**src/rtl/common_dffram_fifo_ctrl.sv**
```systemverilog
// Synchronous FIFO controller over a flip-flop storage array with asynchronous read.
// Optional same-cycle empty bypass is compiled in with COMMON_DFFRAM_FIFO_CTRL_BYPASS_EN.
module common_dffram_fifo_ctrl #(
    parameter int DATA_WIDTH = 1,
    parameter int ADDR_WIDTH = 1
) (
    input  logic                  clk,
    input  logic                  reset,
    input  logic                  flush,
    input  logic                  s_valid,
    output logic                  s_ready,
    input  logic [DATA_WIDTH-1:0] s_data,
    output logic                  m_valid,
    input  logic                  m_ready,
    output logic [DATA_WIDTH-1:0] m_data,
    output logic [ADDR_WIDTH:0]   count
);

    localparam int DEPTH = 1 << ADDR_WIDTH;
    localparam logic [ADDR_WIDTH:0] PTR_ONE = 1;

    logic [DATA_WIDTH-1:0] storage [DEPTH];
    logic [ADDR_WIDTH:0]   wr_ptr;
    logic [ADDR_WIDTH:0]   rd_ptr;
    logic [ADDR_WIDTH-1:0] wr_addr;
    logic [ADDR_WIDTH-1:0] rd_addr;

    logic empty;
    logic full;
    logic push;
    logic pop;
    logic bypass_take;
    logic wr_en;
    logic rd_adv;

    assign wr_addr = wr_ptr[ADDR_WIDTH-1:0];
    assign rd_addr = rd_ptr[ADDR_WIDTH-1:0];

    // The extra pointer MSB distinguishes full from empty when the indices match.
    assign empty = (wr_ptr == rd_ptr);
    assign full  = (wr_addr == rd_addr) && (wr_ptr[ADDR_WIDTH] != rd_ptr[ADDR_WIDTH]);

    assign s_ready = !full;
    assign push    = s_valid & s_ready;

`ifdef COMMON_DFFRAM_FIFO_CTRL_BYPASS_EN
    logic bypass_active;

    // An empty FIFO forwards the producer straight to the consumer.
    assign bypass_active = empty & !flush;
    assign m_valid       = bypass_active ? s_valid : !empty;
    assign m_data        = bypass_active ? s_data  : storage[rd_addr];
    assign bypass_take   = bypass_active & s_valid & m_ready;
`else
    assign m_valid     = !empty;
    assign m_data      = storage[rd_addr];
    assign bypass_take = 1'b0;
`endif

    assign pop    = m_valid & m_ready;
    assign wr_en  = push & !bypass_take;
    assign rd_adv = pop & !empty;

    assign count = wr_ptr - rd_ptr;

    // NOTE: sequential state uses non-blocking assignments so every register samples pre-edge values.
    always_ff @(posedge clk) begin
        if (reset) begin
            wr_ptr <= '0;
            rd_ptr <= '0;
        end else if (flush) begin
            rd_ptr <= wr_ptr;
        end else begin
            if (wr_en) begin
                wr_ptr <= wr_ptr + PTR_ONE;
            end
            if (rd_adv) begin
                rd_ptr <= rd_ptr + PTR_ONE;
            end
        end
    end

    // NOTE: storage is reset deliberately so m_data reads as zero after reset; it costs a reset net per bit.
    always_ff @(posedge clk) begin
        if (reset) begin
            for (int i = 0; i < DEPTH; i++) begin
                storage[i] <= '0;
            end
        end else if (wr_en && !flush) begin
            storage[wr_addr] <= s_data;
        end
    end

endmodule

```
**config.mk**
```make
export PLATFORM = sky130hd
export DESIGN_NAME = common_dffram_fifo_ctrl
export DESIGN_NICKNAME = d
export VERILOG_FILES = /design/src/rtl/common_dffram_fifo_ctrl.sv
export SDC_FILE = /design/constraint.sdc
export NUM_CORES = 1
export LEC_CHECK = 0
export CAP_MARGIN = 20
export CORE_AREA = 2 2 39 41
export DETAILED_ROUTE_END_ITERATION = 16
export DIE_AREA = 0 0 41 43
export PLACE_DENSITY = 0.58
export SYNTH_ARGS = -nofsm -noshare
export SYNTH_HDL_FRONTEND = slang
export SYNTH_SLANG_ARGS = --single-unit
```
**constraint.sdc**
```tcl
create_clock -name clk -period 3.5 [get_ports clk]
set_input_delay 0.525 -clock clk [delete_from_list [all_inputs] [get_ports clk]]
set_output_delay 0.525 -clock clk [all_outputs]
set_load 0.01 [all_outputs]
```
==> results.txt, run 1 <==
- Total count of max-transition violations in the final report: 0
- STA classifies the critical path endpoint as a primary output.
* Final period util: 67.09%
- For this run, the post-layout net count is 67.
- The number of gates resized after CTS was 0.
* Placed Cells: 71
- CTS built an H-tree with a depth of 1.
* Number of storage elements in the synthesis netlist: 7
- In this run the tightest slew margin relative to its limit is 74.78%.
- The routed layout has 386 vias.
- Main area contributors after synthesis: sky130_fd_sc_hd__dfxtp_1 22%, sky130_fd_sc_hd__edfxtp_1 13%, sky130_fd_sc_hd__and4_2 4.4%
- Fraction of final layout cells sized beyond drive strength 1: 20.34%
- CTS Root Buffer Type: sky130_fd_sc_hd__clkbuf_4
- Min cycle time layout: 2348 ps
- For this design the ratio of total power to cell area is 441.2 nW/um2.
* Initial DRT Pass Iterations: 4
- Die Height: 43 um
* Clock buffer count from CTS: 3
- Drt first-iter violations: 9
- TNS Setup: 0 ps
* Final core utilization: 42.13%
* Min Hold Slack: 563.1 ps
* Diodes inserted: 0
* Most numerous cell types in the synthesized netlist: 5 x sky130_fd_sc_hd__dfxtp_1, 4 x sky130_fd_sc_hd__inv_1, 3 x sky130_fd_sc_hd__nor2_1
* Leading cell type by number of instances after synthesis: sky130_fd_sc_hd__dfxtp_1
* Number of antenna violations at the first check in global routing: 0
- The count of buffers added on input and output ports is 10.
* Pin count of the biggest net entering global routing: 10
- Count of distinct cell types in the synthesized netlist: 29
- Maximum operating frequency: 425.9 MHz
* Result of the run: finished clean
* Ordered cell list for the critical path: inv_1 > ha_1 > inv_1 > clkdlybuf4s50_1
- Compared with the post-synthesis result, the final layout area differs by 28.37%.
- Syn_nets: 55
* Post-route total power: 0.2572 mW
* Setup Buffers After CTS: 0
- In the synthesized netlist the async set-or-reset flop fraction comes to 0%.
- Syn Inst Count: 48
- Sequential elements use 35.26% of the synthesized area.
- The largest single stage delay on the critical path is 540 ps.
* Total half-perimeter wirelength after legalization and detailed placement: 681.3 um
- Drt wl/cell: 12.55 um
- From left edge to right edge, the die measures 41 um.
- The mapped netlist covers 454.2 um2.
- The critical path is of the register to primary output type.
- STA classifies the critical path startpoint as a register.
* Worst Path Required: 2970 ps
- Number of flops mapped to enable cells by yosys: 2
- No sink is reached through more buffers than the 2 on the longest clock path.
- Summed over all cells, the static leakage comes to 0.2270 nW.
* # hold bufs at CTS: 0
* Cell count of the worst reg-to-reg path: 4
- The worst hold path was traced through 2 stages.
- After detailed routing, the total wire length is 941 um.
* Number of max-capacitance violations reported: 0
- In this run the mean area of a mapped cell was 9.462 um2.
* Post-detailed-route via-to-cell ratio: 5.147
* Worst Path Buf+Inv: 3
* Worst Hold Class: register to register
- Clock input transition at the sequential cells of the worst setup and hold paths: 60 ps
* First-pass GRT wire length: 1538 um
- Worst setup margin: 1152 ps
* Overflow left after global routing: 0
- Hold Fails Final Rpt: 0
- Data arrival time of the worst path: 1820 ps
- Routability-driven placement finished with a final weighted congestion of 0.7417.
* Number of logic stages on the critical path including buffering: 4
- In this run the cell area measured after placement is 556.8 um2.
- During synthesis, Yosys emitted a total of 0 warnings.
- At the placement stage, the worst setup path has a slack of 1455 ps.
- IR analysis of the VDD net gives a maximum drop of 0.1964 mV.
* Kind of cell adding the most delay to the critical path: buffers and inverters
- Along the worst path, the maximum fanout reaches 7.
- Setup violations remaining at the end of the flow were counted as 0.
* RSZ-0062 raised after global routing: no
* Clock Skews: 5.419 ps
* Final std cell area, no fill: 583.1 um2
* Number of clock sinks: 7
- Count of non-filler cells in the finished layout: 75
* Most common cell type on the critical path: sky130_fd_sc_hd__inv_1
- The most used flip-flop cell after synthesis is sky130_fd_sc_hd__dfxtp_1.
- Overall die area: 1763 um2
- At the pin with the least slew margin, the transition time is 375.6 ps.
- Total number of placement rows: 14
* Register-to-register path setup slack: 1860 ps
- Number of global-route vias before repair: 366
- Slowest library cell on the worst path: sky130_fd_sc_hd__clkdlybuf4s50_1
* Number of top-level pins: 11
* Initial core utilization: 32.82%
- In this run the remaining antenna-violating nets after routing total 0.
* TritonCTS clock tree: built
- Clock latency on the worst-skew pair: 260 ps
- In the routed design, unresolved DRC markers number 0.
- sky130_fd_sc_hd__dfxtp_1 takes more of the synthesized area than any other cell.
- Area share of the leading cell type in the synthesized netlist: 22.04%
* Core box area: 1384 um2
- Global routing consumed, over all layers together, 12.95% of the routing resources.
-- area by class of cell --
class	instances	area, um2
Sequential cell	7	160.2
Multi-Input combinational cell	34	261.5
Timing Repair Buffer	10	100.1
Inverter	4	15.01
Clock buffer	4	26.28
Fill cell	139	800.8
Tap cell	16	20.02
-- power breakdown --
group	switching (mW)	leakage [nW]	internal, mW
clock network	0.0335	0.0150	0.0437
logic	0.0362	0.150	0.0445
registers	0.00834	0.0618	0.0910
total	0.0780	0.227	0.179
-- final timing paths --
kind	startpoint	end
setup / recovery	wr_ptr[0]	count[0]
hold / removal	rd_ptr[1]	rd_ptr[1]
setup reg to reg	wr_ptr[0]	storage[1]
hold reg to reg	rd_ptr[1]	rd_ptr[1]
-- worst reg2reg max path, cell delays in order (launching register included) --
cell and delay [ps]:
sky130_fd_sc_hd__dfxtp_1 400, sky130_fd_sc_hd__inv_1 110, sky130_fd_sc_hd__ha_1 390, sky130_fd_sc_hd__a21oi_2 280, sky130_fd_sc_hd__a21o_2 170
-- cells in the final DEF, fill, tap and decap left out --
cell                               n
sky130_fd_sc_hd__clkbuf_1          1
sky130_fd_sc_hd__nor2b_1           1
sky130_fd_sc_hd__nor4b_1           1
sky130_fd_sc_hd__mux2_2            1
sky130_fd_sc_hd__a21oi_1           2
sky130_fd_sc_hd__xor2_2            1
sky130_fd_sc_hd__and2_1            1
sky130_fd_sc_hd__nor2_1            3
sky130_fd_sc_hd__nand2_1           2
sky130_fd_sc_hd__a21oi_2           1
sky130_fd_sc_hd__o21ai_0           2
sky130_fd_sc_hd__a32oi_1           1
sky130_fd_sc_hd__nand3_1           2
sky130_fd_sc_hd__ha_1              1
sky130_fd_sc_hd__nand2b_1          1
sky130_fd_sc_hd__nor4bb_1          1
sky130_fd_sc_hd__a21o_2            2
sky130_fd_sc_hd__o211ai_1          2
sky130_fd_sc_hd__and3b_2           1
sky130_fd_sc_hd__edfxtp_1          2
sky130_fd_sc_hd__mux2_4            1
sky130_fd_sc_hd__o311ai_1          1
sky130_fd_sc_hd__inv_1             4
sky130_fd_sc_hd__and4_2            2
sky130_fd_sc_hd__clkdlybuf4s50_1  10
sky130_fd_sc_hd__xnor2_1           2
sky130_fd_sc_hd__nor3b_1           1
sky130_fd_sc_hd__clkbuf_4          3
sky130_fd_sc_hd__o22ai_1           1
sky130_fd_sc_hd__dfxtp_1           5
-- cell families (layout without fill, tap and decap cells) --
kind of cell | Yosys count | in the layout | synth area share, %
flops | 7 | 7 | 35.26
xor+xnor | 3 | 3 | 7.440
buf+inv | 7 | 18 | 7.162
compound gates | 12 | 12 | 18.73
simple gates | 16 | 16 | 22.87
mux | 2 | 2 | 5.784
fa+ha+maj | 1 | 1 | 2.754
-- per-layer routing --
| metal | GRT usage (%) | wire length, um | share of wire [%] |
|---|---|---|---|
| met1 | 17.36 | 474 | 50 |
| met2 | 17.50 | 411 | 44 |
| met3 | 5.236 | 55 | 5.8 |
| met4 | 6.000 | 0 | 0 |
| met5 | 0 | 0 | 0 |
Note: power is estimated with default switching activity, not from simulation.
==> inputs of run 2 (changes only) <==
==> constraint.sdc (replaced) <==
create_clock -name clk -period 2.2 [get_ports clk]
set_input_delay 0.33 -clock clk [delete_from_list [all_inputs] [get_ports clk]]
set_output_delay 0.33 -clock clk [all_outputs]
set_load 0.01 [all_outputs]
==> results.txt, run 2 (same netlist as run 1, synthesis figures left out) <==
- Overall die area: 1763 um2 (unchanged)
* Count of non-filler cells in the finished layout: 76 (was 75)
- The total routed wirelength is 935 um (was 941 um).
- Start point of the worst hold path: rd_ptr[1] (unchanged)
- The area of all placed cells without fillers was 593.1 um2 (was 583.1 um2).
- Worst Path Required: 1870 ps (was 2970 ps)
- The mean routed wirelength per cell was 12.30 um (was 12.55 um).
- Number of global-route vias before repair: 357 (was 366)
- The maximum buffer depth of the clock tree was 2 (unchanged).
* First-pass GRT wire length: 1511 um (was 1538 um)
* Number of top-level pins: 11 (unchanged)
* Min cycle time layout: 2078 ps
- The TritonCTS clock tree is built (unchanged).
- RSZ-0062 raised after global routing: no (unchanged)
* # DRC: 0 (unchanged)
- The endpoint arrival time on the critical path came to 1750 ps (was 1820 ps).
- Worst reg2reg path endpoint: storage[1] (unchanged)
- Count of input and output buffers: 10 (unchanged)
- Final period util: 94.47%
* TNS Setup: 0 ps (unchanged)
- Commonest non-fill, non-tap cells in the layout: 10 x sky130_fd_sc_hd__clkdlybuf4s50_1, 5 x sky130_fd_sc_hd__dfxtp_1, 4 x sky130_fd_sc_hd__inv_1 (unchanged)
- Initial core utilization: 32.82% (unchanged)
- Clock latency on the worst-skew pair: 250 ps (was 260 ps)
- The instance count after placement with tap cells included came to 72 (was 71).
- Total half-perimeter wirelength after legalization and detailed placement: 714.4 um (was 681.3 um)
* Peak supply drop: 0.2637 mV (was 0.1964 mV)
- Final estimated routing congestion in global placement: 0.7612 (was 0.7417)
* H-tree level count: 1 (unchanged)
* Overflow left after global routing: 0 (unchanged)
- The max capacitance violation total came to 0 (unchanged).
* Worst slack, placed: 345.5 ps (was 1455 ps)
- Post-Place Cell Area: 564.3 um2 (was 556.8 um2)
- Hold Fails Final Rpt: 0 (unchanged)
- Core box area: 1384 um2 (unchanged)
- Number of antenna violations at the first check in global routing: 0 (unchanged)
- Slew at the pin with the worst max-slew slack: 372.3 ps (was 375.6 ps)
- The startpoint type of the worst setup path is a register (unchanged).
* Total count of max-transition violations in the final report: 0 (unchanged)
- Worst max-slew margin expressed relative to the limit: 75.00% (was 74.78%)
- The clock skew is 2.145 ps (was 5.419 ps).
- The standard-cell row count was 14 (unchanged).
- The launching element of the worst setup path is wr_ptr[0] (unchanged).
- Launching point of the worst reg2reg path: wr_ptr[0] (unchanged)
- Worst Hold Class: register to register (unchanged)
* Clock buffer count from CTS: 3 (unchanged)
- Number of clock sinks: 7 (unchanged)
- Diodes inserted: 0 (unchanged)
- The least setup slack across all paths after layout is 121.7 ps (was 1152 ps).
* Number of nets in the finished design: 68 (was 67)
- Result of the run: finished clean (unchanged).
- Remaining antenna violation count after routing: 0 (unchanged)
- Cell count of the worst reg-to-reg path: 4 (unchanged)
* CTS Root Buffer Type: sky130_fd_sc_hd__clkbuf_4 (unchanged)
- The highest net fanout along the worst path was 7 (unchanged).
* Register-to-register path setup slack: 640 ps (was 1860 ps)
- The type of element capturing the critical path was a primary output (unchanged).
- Capturing instance or port of the critical path: count[0] (unchanged)
- The number of DRC markers after the initial detailed-route iteration is 8 (was 9).
* Layout Area Growth over Synthesis: 30.58% (was 28.37%)
* Die Width: 41 um (unchanged)
- The total power per unit cell area was 682.6 nW/um2 (was 441.2 nW/um2).
* Fraction of final layout cells sized beyond drive strength 1: 23.33% (was 20.34%)
* Commonest non-fill, non-tap cell in the layout: sky130_fd_sc_hd__clkdlybuf4s50_1 (unchanged)
* Initial DRT Pass Iterations: 4 (unchanged)
- Die Height: 43 um (unchanged)
* Final core utilization: 42.86% (was 42.13%)
* Post-detailed-route via-to-cell ratio: 4.974 (was 5.147)
- The number of hold-repair buffers added at the cts stage is 0 (unchanged).
- Static timing analysis puts the maximum clock frequency at 481.2 MHz.
* Static Leakage: 0.2304 nW (was 0.2270 nW)
* Count of final setup violators: 0 (unchanged)
* Pin count of the biggest net entering global routing: 10 (unchanged)
- The clock-pin slew on the worst setup and hold paths is 50 ps (was 60 ps).
* Worst Setup Path Type: register to primary output (unchanged)
- The worst hold slack after final layout was 565.3 ps (was 563.1 ps).
* Gr usage total: 13.28% (was 12.95%)
- Post-route total power: 0.4048 mW (was 0.2572 mW)
- Total via count after detailed routing: 378 (was 386)
==> run 2: how the worst min path moves through the flow <==
stage,to,cells past startpoint
2_1_floorplan,rd_ptr[1],2
4_1_cts,rd_ptr[1],2
3_5_place_dp,rd_ptr[1],2
3_3_place_gp,rd_ptr[1],2
5_1_grt,rd_ptr[1],2
6_report,rd_ptr[1],2
==> run 2: timing repair <==
| item | 4_1_cts | 5_1_grt |
|---|---|---|
| setup endpoints to repair | 0 | 2 |
| setup buffers | 0 | 0 |
| gates resized for setup | 0 | 1 |
==> run 2: layout make-up <==
| class | instances | area [um2] |
|---|---|---|
| fillers | 145 | 790.8 |
| multi-input cells | 34 | 264.0 |
| flip-flops and latches | 7 | 160.2 |
| repair buffers | 11 | 107.6 |
| clock buffers | 4 | 26.28 |
| well taps | 16 | 20.02 |
| inverters | 4 | 15.01 |
==> run 2: critical path, stage by stage, from the launching register on <==
cell	delay (ps)
sky130_fd_sc_hd__dfxtp_1	390
sky130_fd_sc_hd__inv_1	110
sky130_fd_sc_hd__ha_2	350
sky130_fd_sc_hd__inv_1	110
sky130_fd_sc_hd__clkdlybuf4s50_1	540
==> run 2: where the power goes <==
part           switching [mW]  internal, mW  total, mW
clock network          0.0467        0.0692      0.116
registers              0.0126         0.145      0.157
logic                  0.0582        0.0733      0.132
==> run 2: per-layer routing <==
metal	GRT usage, %	routed length [um]	vias up
met4	8.000	0	0
li1	-	-	197
met2	18.13	458	7
met1	16.83	437	174
met5	0	0	-
met3	5.236	40	0
